==> src/rtl/pipe_step_ctrl_if.sv <==
// Host-side command and trace-drain channels of the run/step controller.
// master = host/debug side, slave = pipe_step_ctrl.
interface pipe_step_ctrl_if #(
  parameter int DATA_W = 32,
  parameter int CNT_W  = 16
);
  logic              cmd_valid;
  logic              cmd_ready;
  logic [1:0]        cmd_mode;
  logic [CNT_W-1:0]  cmd_count;
  logic [DATA_W-1:0] trace_data;
  logic [CNT_W-1:0]  trace_cycle;
  logic              trace_valid;
  logic              trace_ready;

  modport master (
    output cmd_valid, cmd_mode, cmd_count, trace_ready,
    input  cmd_ready, trace_data, trace_cycle, trace_valid
  );

  modport slave (
    input  cmd_valid, cmd_mode, cmd_count, trace_ready,
    output cmd_ready, trace_data, trace_cycle, trace_valid
  );
endinterface

==> src/rtl/pipe_step_ctrl.sv <==
// Run/step controller gating the pipeline advance enable, plus a writeback trace
// FIFO stamping each captured value with the enabled-cycle count.
module pipe_step_ctrl #(
  parameter int DATA_W      = 32,
  parameter int CNT_W       = 16,
  parameter int TRACE_DEPTH = 8
) (
  input  logic               clk,
  input  logic               rst_n,
  pipe_step_ctrl_if.slave    host,
  output logic               pipe_en,
  input  logic [DATA_W-1:0]  wb_data,
  input  logic               wb_valid,
  output logic               trace_ovf,
  output logic               busy,
  output logic [CNT_W-1:0]   cycle_cnt
);
  localparam int PTR_W   = $clog2(TRACE_DEPTH);
  localparam int OCC_W   = $clog2(TRACE_DEPTH + 1);
  localparam int ENTRY_W = DATA_W + CNT_W;

  localparam logic [1:0] ST_IDLE   = 2'd0;
  localparam logic [1:0] ST_STEP   = 2'd1;
  localparam logic [1:0] ST_RUN    = 2'd2;
  localparam logic [1:0] MODE_STEP = 2'b01;
  localparam logic [1:0] MODE_RUN  = 2'b10;

  logic [1:0]         state_q, state_d;
  logic [CNT_W-1:0]   remaining_q, remaining_d;
  logic               pipe_en_q, pipe_en_d;
  logic [CNT_W-1:0]   cycle_cnt_q, cycle_cnt_d;
  logic               ovf_q, ovf_d;
  logic [PTR_W-1:0]   wr_ptr_q, wr_ptr_d;
  logic [PTR_W-1:0]   rd_ptr_q, rd_ptr_d;
  logic [OCC_W-1:0]   occ_q, occ_d;
  logic [ENTRY_W-1:0] mem_q [TRACE_DEPTH];

  logic cmd_fire, push, pop, full, wr_en;

  assign host.cmd_ready = (state_q != ST_STEP);
  assign cmd_fire       = host.cmd_valid & host.cmd_ready;

  always_comb begin
    state_d     = state_q;
    remaining_d = remaining_q;
    if (state_q == ST_STEP) begin
      remaining_d = remaining_q - CNT_W'(1);
      if (remaining_q == CNT_W'(1)) state_d = ST_IDLE;
    end else if (cmd_fire) begin
      // IDLE and RUN decode commands identically; a zero-count STEP leaves state alone.
      case (host.cmd_mode)
        MODE_STEP: begin
          if (host.cmd_count != '0) begin
            state_d     = ST_STEP;
            remaining_d = host.cmd_count;
          end
        end
        MODE_RUN: state_d = ST_RUN;
        default:  state_d = ST_IDLE;
      endcase
    end
    pipe_en_d   = (state_d != ST_IDLE);
    cycle_cnt_d = pipe_en_q ? cycle_cnt_q + CNT_W'(1) : cycle_cnt_q;
  end

  assign push  = pipe_en_q & wb_valid;
  assign pop   = host.trace_ready & (occ_q != '0);
  assign full  = (occ_q == OCC_W'(TRACE_DEPTH));
  assign wr_en = push & (~full | pop);

  always_comb begin
    ovf_d    = ovf_q | (push & full & ~pop);
    wr_ptr_d = wr_en ? wr_ptr_q + PTR_W'(1) : wr_ptr_q;
    rd_ptr_d = pop ? rd_ptr_q + PTR_W'(1) : rd_ptr_q;
    occ_d    = occ_q;
    if (wr_en && !pop)      occ_d = occ_q + OCC_W'(1);
    else if (!wr_en && pop) occ_d = occ_q - OCC_W'(1);
  end

  always_ff @(posedge clk or negedge rst_n) begin
    if (!rst_n) begin
      state_q     <= ST_IDLE;
      remaining_q <= '0;
      pipe_en_q   <= 1'b0;
      cycle_cnt_q <= '0;
      ovf_q       <= 1'b0;
      wr_ptr_q    <= '0;
      rd_ptr_q    <= '0;
      occ_q       <= '0;
      for (int unsigned i = 0; i < TRACE_DEPTH; i++) mem_q[i] <= '0;
    end else begin
      state_q     <= state_d;
      remaining_q <= remaining_d;
      pipe_en_q   <= pipe_en_d;
      cycle_cnt_q <= cycle_cnt_d;
      ovf_q       <= ovf_d;
      wr_ptr_q    <= wr_ptr_d;
      rd_ptr_q    <= rd_ptr_d;
      occ_q       <= occ_d;
      if (wr_en) mem_q[wr_ptr_q] <= {wb_data, cycle_cnt_q};
    end
  end

  assign pipe_en          = pipe_en_q;
  assign busy             = (state_q != ST_IDLE);
  assign cycle_cnt        = cycle_cnt_q;
  assign trace_ovf        = ovf_q;
  assign host.trace_valid = (occ_q != '0);
  assign host.trace_data  = host.trace_valid ? mem_q[rd_ptr_q][ENTRY_W-1:CNT_W] : '0;
  assign host.trace_cycle = host.trace_valid ? mem_q[rd_ptr_q][CNT_W-1:0] : '0;
endmodule

==> src/flat_wrapper.sv <==
// flat-port wrapper written by rule: the top's interface ports become plain ports
module pipe_step_ctrl_flat 
#(
  parameter int DATA_W      = 32,
  parameter int CNT_W       = 16,
  parameter int TRACE_DEPTH = 8
)
  (clk, rst_n, pipe_en, wb_data, wb_valid, trace_ovf, busy, cycle_cnt, host_cmd_valid, host_cmd_mode, host_cmd_count, host_trace_ready, host_cmd_ready, host_trace_data, host_trace_cycle, host_trace_valid);
  pipe_step_ctrl_if #(.DATA_W(DATA_W), .CNT_W(CNT_W)) host_i ();
  input  logic clk;
  input  logic rst_n;
  output logic pipe_en;
  input  logic [DATA_W-1:0] wb_data;
  input  logic wb_valid;
  output logic trace_ovf;
  output logic busy;
  output logic [CNT_W-1:0] cycle_cnt;
  input wire logic [$bits(host_i.cmd_valid)-1:0] host_cmd_valid;
  input wire logic [$bits(host_i.cmd_mode)-1:0] host_cmd_mode;
  input wire logic [$bits(host_i.cmd_count)-1:0] host_cmd_count;
  input wire logic [$bits(host_i.trace_ready)-1:0] host_trace_ready;
  output wire logic [$bits(host_i.cmd_ready)-1:0] host_cmd_ready;
  output wire logic [$bits(host_i.trace_data)-1:0] host_trace_data;
  output wire logic [$bits(host_i.trace_cycle)-1:0] host_trace_cycle;
  output wire logic [$bits(host_i.trace_valid)-1:0] host_trace_valid;
  assign host_i.cmd_valid = host_cmd_valid;
  assign host_i.cmd_mode = host_cmd_mode;
  assign host_i.cmd_count = host_cmd_count;
  assign host_i.trace_ready = host_trace_ready;
  assign host_cmd_ready = host_i.cmd_ready;
  assign host_trace_data = host_i.trace_data;
  assign host_trace_cycle = host_i.trace_cycle;
  assign host_trace_valid = host_i.trace_valid;
  pipe_step_ctrl #(.DATA_W(DATA_W), .CNT_W(CNT_W), .TRACE_DEPTH(TRACE_DEPTH)) u_core (.clk(clk), .rst_n(rst_n), .host(host_i), .pipe_en(pipe_en), .wb_data(wb_data), .wb_valid(wb_valid), .trace_ovf(trace_ovf), .busy(busy), .cycle_cnt(cycle_cnt));
endmodule
==> config.mk <==
export PLATFORM = sky130hd
export DESIGN_NAME = pipe_step_ctrl_flat
export DESIGN_NICKNAME = d
export VERILOG_FILES = /design/src/rtl/pipe_step_ctrl_if.sv /design/src/rtl/pipe_step_ctrl.sv /design/src/flat_wrapper.sv
export SDC_FILE = /design/constraint.sdc
export NUM_CORES = 1
export LEC_CHECK = 0
export BUFFER_PORTS_ARGS = -buffer_cell sky130_fd_sc_hd__buf_2
export CAP_MARGIN = 30
export CORE_MARGIN = 8
export CORE_UTILIZATION = 45
export DETAILED_ROUTE_END_ITERATION = 12
export HOLD_SLACK_MARGIN = 0.12
export PLACE_DENSITY = 0.61
export SLEW_MARGIN = 20
export SYNTH_ARGS = -nofsm -noshare
export SYNTH_HDL_FRONTEND = slang
export SYNTH_SLANG_ARGS = --single-unit
==> constraint.sdc <==
create_clock -name clk -period 3.3 [get_ports clk]
set_input_delay 0.66 -clock clk [delete_from_list [all_inputs] [get_ports clk]]
set_output_delay 0.66 -clock clk [all_outputs]
set_load 0.05 [all_outputs]
* Word-level counts from Yosys, hierarchy flattened *
Cells that the tools add are included.

word-level totals
  flip-flop bits (word level) = 430
  latch bits = 0
  RAM bits = 0
  bits in read-only memories = 0
  input port bits = 55
  output and inout bits = 69
  word-level logic and storage cells = 76
  memories = 0

cells by class
  add/sub/neg operators = 6
  multiply operators = 0
  divide/modulo/power cells = 0
  $lt $le $gt $ge = 3
  equality and inequality tests = 6
  shift-type cells = 0
  muxes and demuxes = 19
  bitwise gates (word level) = 12
  reduce and logical (&&, ||, !) cells = 14

operator list
  operator                 count
  $bwmux W384              1
  $bmux W48 S3             1
  $demux W48 S3            1
  $mux W48                 3
  $mux W16                 5
  $mux W32                 1
  $add A16 B1 Y16 const B  1
  $eq A16 B1 Y1 const B    1
  $reduce_bool A16 Y1      1
  $sub A16 B1 Y16 const B  1
  $reduce_bool A2 Y1       6
  $ge A4 B4 Y1 const B     2
  $mux W2                  4
  $mux W4                  2
  $not A3 Y4               2
  $add A3 B1 Y3 const B    2
  $and A1 B1 Y1            6
  $add A4 B1 Y4 const B    1
  $eq A2 B1 Y1 const B     2
  $eq A4 B4 Y1 const B     1
  $lt A4 B1 Y1 const B     1
  $pmux W2 S2              1
  $reduce_bool A4 Y1       1
  $sub A4 B1 Y4 const B    1
  other kinds (7)          12

* Longest topological paths before layout *
Gate-level depths: netlist of run 1.

  word-level depth = 8
  depth in mapped cells = 11
  mapped depth without buffers = 11

* Worst setup path after synthesis of run 1 *
No wires, ideal clock.

  path kind = reg2out
  start = reg u_core.rd_ptr_q[1]
  end = out host_trace_data[10]
  data arrival time = 2.113 ns
  required time = 2.640 ns
  setup slack = 0.527 ns
  stages on the path, launching flop included = 7
  buffers on the path = 3
  cell sequence = dfrtp_1 -> buf_2 -> clkbuf_1 -> clkbuf_1 -> mux4_2 -> mux2i_1 -> nor2_1

on the way
  longest elaborated chain between the ends = 5

RTL lines
  what                                          RTL line               source
  from (decl)                                   pipe_step_ctrl.sv:34   logic [PTR_W-1:0] rd_ptr_q, rd_ptr_d;
  from (signal assigned)                        pipe_step_ctrl.sv:98   rd_ptr_q <= rd_ptr_d;
  $not A3 Y4 (implied by the code)              pipe_step_ctrl.sv:109  assign host.trace_data = host.trace_valid ? mem_q[rd_ptr_q][ENTRY_W-1:CNT_W] : '0;
  $bmux W48 S3                                  pipe_step_ctrl.sv:109
  $mux W48 (implied by the code) (2 in series)  pipe_step_ctrl.sv:109
  $mux W32                                      pipe_step_ctrl.sv:109
  to (decl)                                     flat_wrapper.sv:23     output wire logic [$bits(host_i.trace_data)-1:0] host_trace_data;

No other way between the ends. The select of a mux whose other input is x is not followed.

* Worst setup path in the final report of run 1 *
  start = reg u_core.rd_ptr_q[0]
  end = out host_trace_cycle[1]

on the way
  longest elaborated chain between the ends = 5

RTL lines
  what                              RTL line               source
  $not A3 Y4 (implied by the code)  pipe_step_ctrl.sv:110  assign host.trace_cycle = host.trace_valid ? mem_q[rd_ptr_q][CNT_W-1:0] : '0;
  $bmux W48 S3                      pipe_step_ctrl.sv:110
  $mux W48 (2 in series)            --
  $mux W16                          pipe_step_ctrl.sv:110
  to (decl)                         flat_wrapper.sv:24     output wire logic [$bits(host_i.trace_cycle)-1:0] host_trace_cycle;

No other way between the ends. The select of a mux whose other input is x is not followed.

==> results of run 1 <==
state kept, by name, summed over array words and instances (netlist names):
register            cells
u_core.mem_q          384
u_core.occ_q            4
u_core.wr_ptr_q         3
u_core.state_q          2
u_core.cycle_cnt       16
u_core.pipe_en          1
u_core.rd_ptr_q         3
u_core.remaining_q     16
u_core.trace_ovf        1
synthesized netlist by cell type, types with 2 or more instances:
cell type,instances,area share (%)
sky130_fd_sc_hd__dfrtp_1,430,54
sky130_fd_sc_hd__mux2_2,345,19
sky130_fd_sc_hd__mux4_2,96,11
sky130_fd_sc_hd__nor2_1,62,1.2
sky130_fd_sc_hd__mux2i_1,51,2.6
sky130_fd_sc_hd__mux2_4,40,3.0
sky130_fd_sc_hd__clkbuf_1,39,0.73
sky130_fd_sc_hd__buf_2,33,0.83
sky130_fd_sc_hd__nand3_1,22,0.55
sky130_fd_sc_hd__xnor2_1,20,0.88
sky130_fd_sc_hd__nand2_1,18,0.34
sky130_fd_sc_hd__inv_1,16,0.30
sky130_fd_sc_hd__buf_4,14,0.53
sky130_fd_sc_hd__nor4_1,13,0.41
sky130_fd_sc_hd__nor3_1,11,0.28
sky130_fd_sc_hd__ha_1,10,0.63
sky130_fd_sc_hd__o21ai_0,9,0.23
sky130_fd_sc_hd__buf_6,8,0.45
sky130_fd_sc_hd__a21oi_1,7,0.18
sky130_fd_sc_hd__nand4_1,7,0.22
sky130_fd_sc_hd__mux2_1,5,0.28
sky130_fd_sc_hd__buf_1,4,0.075
sky130_fd_sc_hd__o31ai_1,4,0.15
sky130_fd_sc_hd__or3_1,4,0.13
sky130_fd_sc_hd__a211oi_1,3,0.11
sky130_fd_sc_hd__nor2b_1,3,0.094
sky130_fd_sc_hd__o211ai_1,3,0.11
sky130_fd_sc_hd__o221a_2,3,0.17
sky130_fd_sc_hd__or4_1,3,0.11
sky130_fd_sc_hd__xor2_1,3,0.13
sky130_fd_sc_hd__and3_1,2,0.063
sky130_fd_sc_hd__and3_4,2,0.11
sky130_fd_sc_hd__and4_1,2,0.088
sky130_fd_sc_hd__nand2b_1,2,0.063
sky130_fd_sc_hd__o221ai_1,2,0.088
layout by cell type, fill, tap and decap left out, types with 20 or more instances in the layout:
master                      netlist  routed
sky130_fd_sc_hd__dfrtp_1        430     427
sky130_fd_sc_hd__mux2_2         345     345
sky130_fd_sc_hd__buf_2           33     122
sky130_fd_sc_hd__mux4_2          96      96
sky130_fd_sc_hd__nor2_1          62      61
sky130_fd_sc_hd__mux2i_1         51      50
sky130_fd_sc_hd__clkbuf_16        0      49
sky130_fd_sc_hd__mux2_4          40      40
sky130_fd_sc_hd__buf_4           14      28
sky130_fd_sc_hd__nand3_1         22      20
sky130_fd_sc_hd__xnor2_1         20      20
layout make-up:
cell class	instances	area (µm²)
sequential	430	10770
inverter	16	60.06
antenna	2	5.005
multi-input combinational	773	8712
tap	592	740.7
clock buffer	68	1398
clock inverter	18	250.2
fill	3660	20830
timing repair buffer	175	1259
path summary, 6_finish.rpt:
| kind | start | end | depth (start not counted) |
|---|---|---|---|
| setup / recovery | u_core.rd_ptr_q[0]$_DFFE_PN0P_ | host_trace_cycle[1] | 6 |
| hold / removal | host_cmd_count[2] | u_core.remaining_q[2]$_DFFE_PN0P_ | 3 |
| setup reg to reg | u_core.occ_q[1]$_DFFE_PN0P_ | u_core.occ_q[3]$_DFFE_PN0P_ | 11 |
| hold reg to reg | u_core.trace_ovf$_DFF_PN0_ | u_core.trace_ovf$_DFF_PN0_ | 1 |
| max in group asynchronous | rst_n | u_core.mem_q[300]$_DFFE_PN0P_ | 3 |
| min in group asynchronous | rst_n | u_core.mem_q[139]$_DFFE_PN0P_ | 2 |
tightest hold or removal path, stage by stage:
cell and delay [ps]:
sky130_fd_sc_hd__buf_2 100, sky130_fd_sc_hd__nand3_1 60, sky130_fd_sc_hd__nand3_1 70
stage by stage:
| step | setup slack [ps] | setup TNS [ps] | hold WS [ps] |
|---|---|---|---|
| 2_1_floorplan | 526.7 | 0 | 364.4 |
| 3_3_place_gp | 418.0 | 0 | 462.7 |
| 3_5_place_dp | 362.0 | 0 | 469.4 |
| 4_1_cts | 19.76 | 0 | 319.9 |
| 5_1_grt | -7.787 | -9.652 | 358.1 |
| 6_report | 105.5 | 0 | 351.0 |
power breakdown:
part	internal, µW	total (µW)	switching (µW)
registers	7340	8710	1370
logic	4820	10400	5530
clock network	3410	5550	2140
total	15600	24600	9040
what timing repair did:
item,in CTS,in global routing
gates resized for setup,1,4
pin swaps,0,0
setup buffers,2,3
hold buffers,1,0
endpoints found under the setup margin,31,14
hold endpoints to repair,48,0
kinds of logic after synthesis:
kind of cell | Yosys count | synth area share [%]
muxes | 537 | 36.06
buffers and inverters | 114 | 2.908
AOI/OAI and AO/OA | 46 | 1.689
DFF | 430 | 53.79
and+or+nand+nor | 156 | 3.821
xor gates and xnor gates | 23 | 1.007
adders and majority gates | 11 | 0.7255
metal layers:
layer / GRT usage, % / share of wire, % / up-vias
li1: - / - / 5132
met3: 4.152 / 5.3 / 60
met2: 29.63 / 48 / 190
met4: 4.166 / 1.7 / 2
met5: 0 / 0.024 / -
met1: 25.50 / 45 / 6166
==> metrics.md, run 1 <==
| Metric | Value |
|---|---|
| Die Span Y | `~230 µm` |
| Synth Area per Inst | `roughly 15 µm²` |
| Remaining antenna violation count | `0` |
| Data required, critical path | `~2600 ps` |
| Maximum clock frequency | `roughly 310 MHz` |
| TritonCTS clock tree | `yes` |
| Largest fanout on the critical path | `9` |
| Fraction of layout instances using a drive strength above 1 | `between 50% and 60%` |
| 1st-pass router iterations | `5` |
| Max_cap viols | `0` |
| Number of different library cells in the post-synthesis netlist | `56` |
| Final core area utilization | `~53%` |
| Arr. time, crit path | `between 2000 and 3000 ps` |
| Synthesis Warnings | `0` |
| PnR Total Power | `24610 µW` |
| CP Capture Type | `primary output` |
| Initial antenna violation count | `3` |
| Port bufs | `approximately 120` |
| Clock latency of the later-clocked register in the worst-skew pair | `approximately 580 ps` |
| Fraction of registers with async set/reset | `100.0%` |
| Std-Cell Core Area | `44030 µm²` |
| Number of sinks driven by the clock tree | `430` |
| Worst-path cell chain | `clkbuf_4 -> buf_6 -> mux4_2 -> mux2i_2 -> nor2_1 -> buf_2` |
| Root Buffer | `sky130_fd_sc_hd__clkbuf_16` |
| Maximum single-stage delay on the critical path | `530 ps` |
| Largest buffer count on any clock path | `3` |
| Number of core rows | `77` |
| Most frequently used flop master after synthesis | `sky130_fd_sc_hd__dfrtp_1` |
| Clk_skew | `about 19 ps` |
| Setup repair after global routing missed its margin | `true` |
| Class of the most critical setup path | `reg -> out` |
| Cell with the largest stage delay on the worst path | `sky130_fd_sc_hd__mux4_2` |
| Via count of the first global-routing pass | `12460` |
| Post-synthesis cell area | `about 20000 µm²` |
| Die boundary width | `between 200 and 250 µm` |
| Flops & latches, synth | `430` |
| Post-synth EDFFs | `0` |
| Share of the cycle needed by the critical path after routing | `between 90% and 100%` |
| Cell area after layout | `between 20000 and 25000 µm²` |
| First-pass GRT wire length | `between 70 and 80 mm` |
| Maximum vdd ir drop | `about 0.6 mV` |
| Routability congestion estimate from global placement | `approximately 0.8` |
| Number of buffer and inverter instances along the worst setup path | `3` |
| Final worst path period need | `between 3000 and 4000 ps` |
| Remaining max-slew budget at the tightest pin | `46.90%` |
| Placed wire-length estimate | `28.09 mm` |
| Placed insts | `1980` |
| Top cell family by delay on the critical path | `multiplexers` |
| Minimum setup slack among reg-to-reg paths | `slightly below 500 ps` |
| DRC | `0` |
| Pin count of the biggest net entering global routing | `74` |
| Initial core utilization | `a little under half` |
| Cell area after placement | `approximately 21000 µm²` |
| Setup violations, final | `0` |
| Count of vias placed by the detailed router | `around 12000` |
| Startpoint Class | `flop` |
| Routed length per instance | `22.25 µm` |
| Final Hold Fails | `0` |
| Post-detailed-routing wire length | `~46 mm` |
| Die ar. | `approximately 51000 µm²` |
| Total CTS buffers | `48` |
| Iter 0 DRT Violations | `~700` |
| Count of boundary I/O pins | `roughly 120` |
| Clock transition at the registers of the reported paths | `approximately 60 ps` |
| Area growth, synth to finish | `15.95%` |
| Net count, final | `between 1500 and 2000` |
| Final number of max-transition violations | `0` |
| Outcome | `completed` |
| Pwr dens | `between 1000 and 1500 nW/µm²` |
| Final cell count without fillers | `2074` |
| Worst Max-Slew Pin Slew | `789.2 ps` |
| Mapped Cells | `about 1300` |
| Combined global-route utilization of all metal layers | `between 10% and 20%` |
| Number of nets produced by synthesis | `about 1400` |
| Global route total overflow | `0` |
| Maximum level of the CTS H-tree | `2` |
| Type of the tightest min-delay check | `in -> reg` |
| Post-detailed-route via-to-cell ratio | `approximately 5.6` |
| Sequential cell area fraction in the yosys report | `~54%` |
| Reported leakage power | `0.01054 µW` |
(Power assumes the default switching activity.)
==> run 2: changes to the inputs <==
ABC_AREA = 1   (was default)
MAX_ROUTING_LAYER = met4   (was default)
==> run 2 against run 1 <==
Compared with the run above:
- combinational power up 12%
- largest cell class unchanged
- sequential share of layout area grew 1.1 points
- sequential power shrank 3.1%
- total power grew 2.6%
- hold slack got worse by 240 ps
==> metrics.md, run 2 <==
| Metric | Value |
|---|---|
| Remaining max-slew budget at the tightest pin | `approximately 45%` |
| Type of the tightest min-delay check | `in -> async` |
| Setup violations, final | `0` |
| Final cell count without fillers | `between 3000 and 4000` |
| Top-area cell type share of the netlist area | `a little over half` |
| Fraction of layout instances using a drive strength above 1 | `around 11%` |
| Class of the most critical setup path | `reg -> out` |
| Fraction of registers with async set/reset | `between 90% and 100%` |
| Arr. time, crit path | `~2500 ps` |
| Reported leakage power | `approximately 0.011 µW` |
| DRC | `0` |
| Final Hold Fails | `0` |
| Global route total overflow | `0` |
| Pin count of the biggest net entering global routing | `slightly below 100` |
| PnR Total Power | `about 25000 µW` |
| Most instantiated cells after synthesis | `sky130_fd_sc_hd__nand2_1 (500), sky130_fd_sc_hd__dfrtp_1 (430), sky130_fd_sc_hd__o21ai_0 (352)` |
| Count of vias placed by the detailed router | `16230` |
| Die ar. | `around 51000 µm²` |
| Remaining antenna violation count | `0` |
| Routed length per instance | `17.20 µm` |
| Post-synth EDFFs | `0` |
| Count of boundary I/O pins | `between 100 and 150` |
| Top Usage Layer GRT | `met2` |
| Outcome | `completed` |
| Final number of max-transition violations | `0` |
| Share of the cycle needed by the critical path after routing | `between 90% and 100%` |
| 1st-pass router iterations | `5` |
| Post-CTS setup repair buffer count | `0` |
| TritonCTS clock tree | `yes` |
| Root Buffer | `sky130_fd_sc_hd__clkbuf_16` |
| Number of different library cells in the post-synthesis netlist | `37` |
| Maximum clock frequency | `~310 MHz` |
| Std-Cell Core Area | `~44000 µm²` |
| Worst Max-Slew Pin Slew | `a little over 800 ps` |
| Net count, final | `about 2500` |
| Largest buffer count on any clock path | `3` |
| Register containing the most flip-flops in the final layout | `u_core.mem_q` |
| CP Capture Type | `primary output` |
| Die Span Y | `approximately 230 µm` |
| Most common cell after layout, fill and taps aside | `sky130_fd_sc_hd__nand2_1` |
| GR met3 Demand/Resource | `under 10%` |
| Via count of the first global-routing pass | `16000` |
| Maximum level of the CTS H-tree | `2` |
| Clock latency of the later-clocked register in the worst-skew pair | `around 570 ps` |
| Final worst path period need | `between 3000 and 4000 ps` |
| Synthesis Warnings | `0` |
| Port bufs | `around 120` |
| Maximum vdd ir drop | `around 0.57 mV` |
| Hold Slack | `about 120 ps` |
| Post-detailed-routing wire length | `52.26 mm` |
| Placed insts | `slightly below 3000` |
| Placed wire-length estimate | `a little over 30 mm` |
| Clock transition at the registers of the reported paths | `60 ps` |
| Number of core rows | `a little under 80` |
| Most frequently used flop master after synthesis | `sky130_fd_sc_hd__dfrtp_1` |
| Pwr dens | `1115 nW/µm²` |
| Max_cap viols | `0` |
| Initial antenna violation count | `0` |
| Clk_skew | `12.51 ps` |
| Combined global-route utilization of all metal layers | `a little over a fifth` |
| Number of nets produced by synthesis | `around 2400` |
| Die boundary width | `226.8 µm` |
| Antenna Cells | `0` |
| Post-detailed-route via-to-cell ratio | `around 5.3` |
| Total CTS buffers | `47` |
| Cells taking the most area after synthesis | `sky130_fd_sc_hd__dfrtp_1 (54%), sky130_fd_sc_hd__nand2_1 (9.4%), sky130_fd_sc_hd__o21ai_0 (8.8%)` |
| Sequential cell area fraction in the yosys report | `53.83%` |
| Final core area utilization | `between 50% and 60%` |
| Startpoint Class | `flop` |
| Synth Area per Inst | `8.477 µm²` |
| Flops & latches, synth | `430` |
| Routability congestion estimate from global placement | `0.8281` |
| Post-synthesis cell area | `19990 µm²` |
| Largest fanout on the critical path | `53` |
| First-pass GRT wire length | `between 80 and 90 mm` |
| Iter 0 DRT Violations | `around 1500` |
| GR Layer Usage met2 | `between 30 and 40%` |
| Number of sinks driven by the clock tree | `430` |
| Mapped Cells | `between 2000 and 2500` |
| Global routing met1 resource utilization | `between 20% and 30%` |
| Flip-flop count of the largest register after layout | `384` |
| Largest area contributor in the synthesized netlist | `sky130_fd_sc_hd__dfrtp_1` |
| Area growth, synth to finish | `13.32%` |
| Most used standard cell by instance count after synthesis | `sky130_fd_sc_hd__nand2_1` |
| Initial core utilization | `45.40%` |
| Data required, critical path | `between 2000 and 3000 ps` |
| Most frequent cells in the layout | `sky130_fd_sc_hd__nand2_1 (500), sky130_fd_sc_hd__dfrtp_1 (427), sky130_fd_sc_hd__o21ai_0 (352), sky130_fd_sc_hd__nor2_1 (326), sky130_fd_sc_hd__o21ai_1 (291)` |
## run 2: worst max-delay path, stage by stage (launching register included)
cell and delay (ps):
sky130_fd_sc_hd__dfrtp_4 540, sky130_fd_sc_hd__inv_6 200, sky130_fd_sc_hd__buf_12 300, sky130_fd_sc_hd__o21ai_0 130, sky130_fd_sc_hd__o21ai_1 80, sky130_fd_sc_hd__o21ai_0 80, sky130_fd_sc_hd__nor2_1 280, sky130_fd_sc_hd__buf_2 330
## run 2: metrics by stage
step / cell area, µm² / setup WS (ps) / TNS, ps
after floorplan: 19990 / 296.3 / 0
after global placement: 21110 / 372.3 / 0
after detailed placement: 21110 / 377.4 / 0
after CTS: 22630 / 31.85 / 0
after global routing: 22650 / -3.366 / -3.366
final: 22650 / 105.8 / 0
## run 2: cells by family after synthesis
family                     Yosys count  share of synthesized area, %
and+or+nand+nor                    888                         17.76
AOI/OAI and AO/OA                  701                         17.90
DFF                                430                         53.83
buffers and inverters              259                         6.441
muxes                               50                         2.510
xor gates and xnor gates            19                        0.8326
adders and majority gates           11                        0.7261
## run 2: final timing paths
kind | from | endpoint | slack (ps) | cells after the start
max reg2reg | u_core.pipe_en$_DFF_PN0_ | u_core.occ_q[3]$_DFFE_PN0P_ | 620 | 13
min | rst_n | u_core.mem_q[62]$_DFFE_PN0P_ | 120 | 1
max in group asynchronous | rst_n | u_core.mem_q[76]$_DFFE_PN0P_ | 2340 | 2
min in group clk | host_cmd_count[7] | u_core.remaining_q[7]$_DFFE_PN0P_ | 400 | 5
min reg2reg | u_core.mem_q[52]$_DFFE_PN0P_ | u_core.mem_q[52]$_DFFE_PN0P_ | 480 | 2
max | u_core.rd_ptr_q[0]$_DFFE_PN0P_ | host_trace_data[8] | 110 | 7
## run 2: cell type report
| type | instances | area [µm²] |
|---|---|---|
| Fill cell | 4174 | 21380 |
| Sequential cell | 430 | 10770 |
| Inverter | 101 | 385.4 |
| Clock buffer | 68 | 1368 |
| Tap cell | 592 | 740.7 |
| Timing Repair Buffer | 167 | 1272 |
| Multi-Input combinational cell | 1669 | 7960 |
| Clock inverter | 11 | 155.1 |
## run 2: what timing repair did
action / 4_1_cts / 5_1_grt
hold buffers: 0 / 0
endpoints found under the setup margin: 0 / 9
gates resized for setup: 0 / 6
## run 2: report_power, final
| part | switching (µW) | internal [µW] | total, µW | leakage (µW) |
|---|---|---|---|---|
| clock | 2070 | 3160 | 5230 | 0.000752 |
| sequential | 1210 | 7230 | 8440 | 0.00553 |
| combinational | 8090 | 3500 | 11600 | 0.00444 |
| total | 11400 | 13900 | 25300 | 0.0107 |
## run 2: routing by layer
layer  wire, µm  part of all wire (%)  vias to the layer above
met5          0                     0                        -
met4        937                   1.8                        0
met2      24320                    47                      399
met1      24340                    47                     7836
met3       2670                   5.1                       72
li1           -                     -                     7922
==> run 3: changes to the inputs <==
CTS_BUF_LIST = sky130_fd_sc_hd__clkbuf_8   (was default)
==> run 3 against run 2 <==
Compared with the run above:
- sequential share of layout area barely moved
- clock skew increased by 2.0 ps
- cell area hardly changed
- largest power group unchanged
- combinational power about the same
==> metrics.md, run 3 (same netlist as run 2, synthesis figures left out) <==
| Metric | Value |
|---|---|
| Net count, final | `2512` |
| Startpoint of the lowest-slack register-to-register path | `u_core.pipe_en$_DFF_PN0_` |
| M1 WL | `24.67 mm` |
| Routability congestion estimate from global placement | `roughly 0.83` |
| Register containing the most flip-flops in the final layout | `u_core.mem_q` |
| Minimum setup slack among reg-to-reg paths | `about 630 ps` |
| Combined global-route utilization of all metal layers | `21.26%` |
| 1st-pass router iterations | `5` |
| Clock latency of the later-clocked register in the worst-skew pair | `roughly 620 ps` |
| First-pass GRT wire length | `~86 mm` |
| Most common cell after layout, fill and taps aside | `sky130_fd_sc_hd__nand2_1` |
| Port bufs | `between 100 and 150` |
| Iter 0 DRT Violations | `1466` |
| Maximum clock frequency | `approximately 310 MHz` |
| Cell area after layout | `22640 µm²` |
| Hold Slack | `359.1 ps` |
| Max_cap viols | `0` |
| Type of the tightest min-delay check | `in -> reg` |
| Remaining max-slew budget at the tightest pin | `~46%` |
| Setup repair after global routing missed its margin | `true` |
| Met2 routed wirelength | `between 20 and 25 mm` |
| Initial antenna violation count | `0` |
| Share of the cycle needed by the critical path after routing | `between 90% and 100%` |
| Maximum vdd ir drop | `0.6417 mV` |
| Outcome | `completed` |
| Worst hold endpoint | `u_core.remaining_q[7]$_DFFE_PN0P_` |
| Maximum level of the CTS H-tree | `3` |
| Number of buffer and inverter instances along the worst setup path | `2` |
| Routed length per instance | `between 15 and 20 µm` |
| Class of the most critical setup path | `reg -> out` |
| Maximum single-stage delay on the critical path | `around 510 ps` |
| Reg2Reg Capture Point | `u_core.occ_q[3]$_DFFE_PN0P_` |
| Clock transition at the registers of the reported paths | `60 ps` |
| Reported leakage power | `around 0.011 µW` |
| TritonCTS clock tree | `yes` |
| Accumulated negative setup slack | `0 ps` |
| Count of boundary I/O pins | `around 120` |
| Area growth, synth to finish | `13.25%` |
| Placed wire-length estimate | `about 30 mm` |
| Die ar. | `a little over 50000 µm²` |
| Clk_skew | `around 15 ps` |
| Cell with the largest stage delay on the worst path | `sky130_fd_sc_hd__dfrtp_4` |
| Worst-path cell chain | `buf_12 -> nor2_1 -> nor2_1 -> o21ai_0 -> o21ai_1 -> o21ai_0 -> nor2_1 -> buf_2` |
| Length in cells of the worst reg-to-reg path | `13` |
| DRC | `0` |
| Std-Cell Core Area | `~44000 µm²` |
| Filler cell count in the final layout | `around 4200` |
| Arr. time, crit path | `2560 ps` |
| Remaining antenna violation count | `0` |
| Die Span Y | `roughly 230 µm` |
| Instance count on the critical path | `8` |
| Pin count of the biggest net entering global routing | `just under 100` |
| Highest routing layer actually used | `met4` |
| Final Hold Fails | `0` |
| Post-detailed-routing wire length | `between 50 and 60 mm` |
| Top cell family by delay on the critical path | `buffers and inverters` |
| Flip-flop count of the largest register after layout | `around 380` |
| Startpoint Class | `flop` |
| Most numerous cell on the critical path | `sky130_fd_sc_hd__nor2_1` |
| Die boundary width | `~230 µm` |
| Initial core utilization | `between 40% and 50%` |
| Pwr dens | `~1100 nW/µm²` |
| Root Buffer | `sky130_fd_sc_hd__clkbuf_8` |
| Most frequent cells in the layout | `sky130_fd_sc_hd__nand2_1 (500), sky130_fd_sc_hd__dfrtp_1 (427), sky130_fd_sc_hd__o21ai_0 (352), sky130_fd_sc_hd__nor2_1 (321), sky130_fd_sc_hd__o21ai_1 (291)` |
| Largest fanout on the critical path | `76` |
| Final number of max-transition violations | `0` |
| Routed length on met3 | `2.765 mm` |
| Number of sinks driven by the clock tree | `430` |
| Global route total overflow | `0` |
| Largest buffer count on any clock path | `3` |
| Start point of the worst min-delay path | `host_cmd_count[7]` |
| CP Capture Type | `primary output` |
| Total CTS buffers | `between 70 and 80` |
| Final worst path period need | `3215 ps` |
| Cell depth of the worst hold path | `5` |
| Data required, critical path | `2640 ps` |
| Setup violations, final | `0` |
| Fraction of layout instances using a drive strength above 1 | `around an eighth` |
| Via count of the first global-routing pass | `roughly 16000` |
| Cell area after placement | `about 21000 µm²` |
| Worst Max-Slew Pin Slew | `roughly 810 ps` |
| Post-detailed-route via-to-cell ratio | `5.305` |
| Antenna Cells | `0` |
| Count of vias placed by the detailed router | `around 16000` |
| Number of core rows | `77` |
[run 3: cell types whose count changed in the layout (fill, tap and decap cells not counted), moves of 2 or more]
cell	before	now
sky130_fd_sc_hd__clkinvlp_4	0	2
sky130_fd_sc_hd__buf_2	120	113
sky130_fd_sc_hd__clkbuf_16	49	0
sky130_fd_sc_hd__bufinv_16	4	0
sky130_fd_sc_hd__nor2_2	4	9
sky130_fd_sc_hd__clkinv_2	8	11
sky130_fd_sc_hd__buf_4	19	22
sky130_fd_sc_hd__buf_16	1	4
sky130_fd_sc_hd__clkbuf_8	7	91
sky130_fd_sc_hd__inv_1	89	116
sky130_fd_sc_hd__clkbuf_4	2	7
sky130_fd_sc_hd__nor2_1	326	321
sky130_fd_sc_hd__clkbuf_1	12	0
sky130_fd_sc_hd__buf_12	23	20
[run 3: per-stage QoR]
stage	setup WS (ps)	util, %	power (µW)	cells
2_1_floorplan	296.3	-	16950	2358
3_3_place_gp	372.3	47.94	19840	2959
3_5_place_dp	377.4	47.94	20110	2959
4_1_cts	0.5962	51.24	24890	3092
5_1_grt	-55.43	51.41	26710	3093
6_report	84.63	51.41	24800	3093
[run 3: worst max path at each step]
stage	start	to	slack, ps
detailed placement	wb_valid	u_core.occ_q[3]$_DFFE_PN0P_	380
floorplan	u_core.occ_q[0]$_DFFE_PN0P_	host_trace_data[23]	300
finish	u_core.rd_ptr_q[0]$_DFFE_PN0P_	host_trace_data[23]	80
CTS	u_core.rd_ptr_q[0]$_DFFE_PN0P_	host_trace_data[31]	0.6
global placement	wb_valid	u_core.occ_q[3]$_DFFE_PN0P_	370
global route	u_core.rd_ptr_q[0]$_DFFE_PN0P_	host_trace_data[23]	-60
[run 3: area by class of cell]
| type | instances | area (µm²) | share of cell area, % |
|---|---|---|---|
| clock buffer | 91 | 1252 | 5.533 |
| clock inverter | 41 | 186.4 | 0.8236 |
| inverter | 101 | 385.4 | 1.702 |
| multi-input combinational | 1669 | 7973 | 35.22 |
| sequential | 430 | 10770 | 47.57 |
| tap | 592 | 740.7 | 3.272 |
| timing repair buffer | 169 | 1330 | 5.876 |
[run 3: metal layers]
| metal | GRT usage [%] | vias up |
|---|---|---|
| li1 | - | 7991 |
| met1 | 28.26 | 7907 |
| met2 | 33.39 | 439 |
| met3 | 3.996 | 72 |
| met4 | 5.457 | 0 |
| met5 | - | - |
[run 3: repair_timing]
action	4_1_cts	5_1_grt
resized for setup	2	20
pin swaps	0	1
hold buffers	1	0
endpoints found under the setup margin	1	22
buffers inserted	0	1
gates cloned	0	0
endpoints found under the hold margin	78	0
[run 3: power breakdown]
part	switching (µW)	internal [µW]	total [µW]
Sequential	1190	7240	8430
Combinational	8120	3590	11700
Clock	2160	2500	4660
Total	11500	13300	24800
[run 3: worst register-to-register path: cells and delay by family (launching register included)]
kind / cells / cell delay, ps
fa+ha+maj: 2 / 620
simple gates: 5 / 510
flops: 1 / 450
buf+inv: 3 / 550
compound gates: 3 / 430
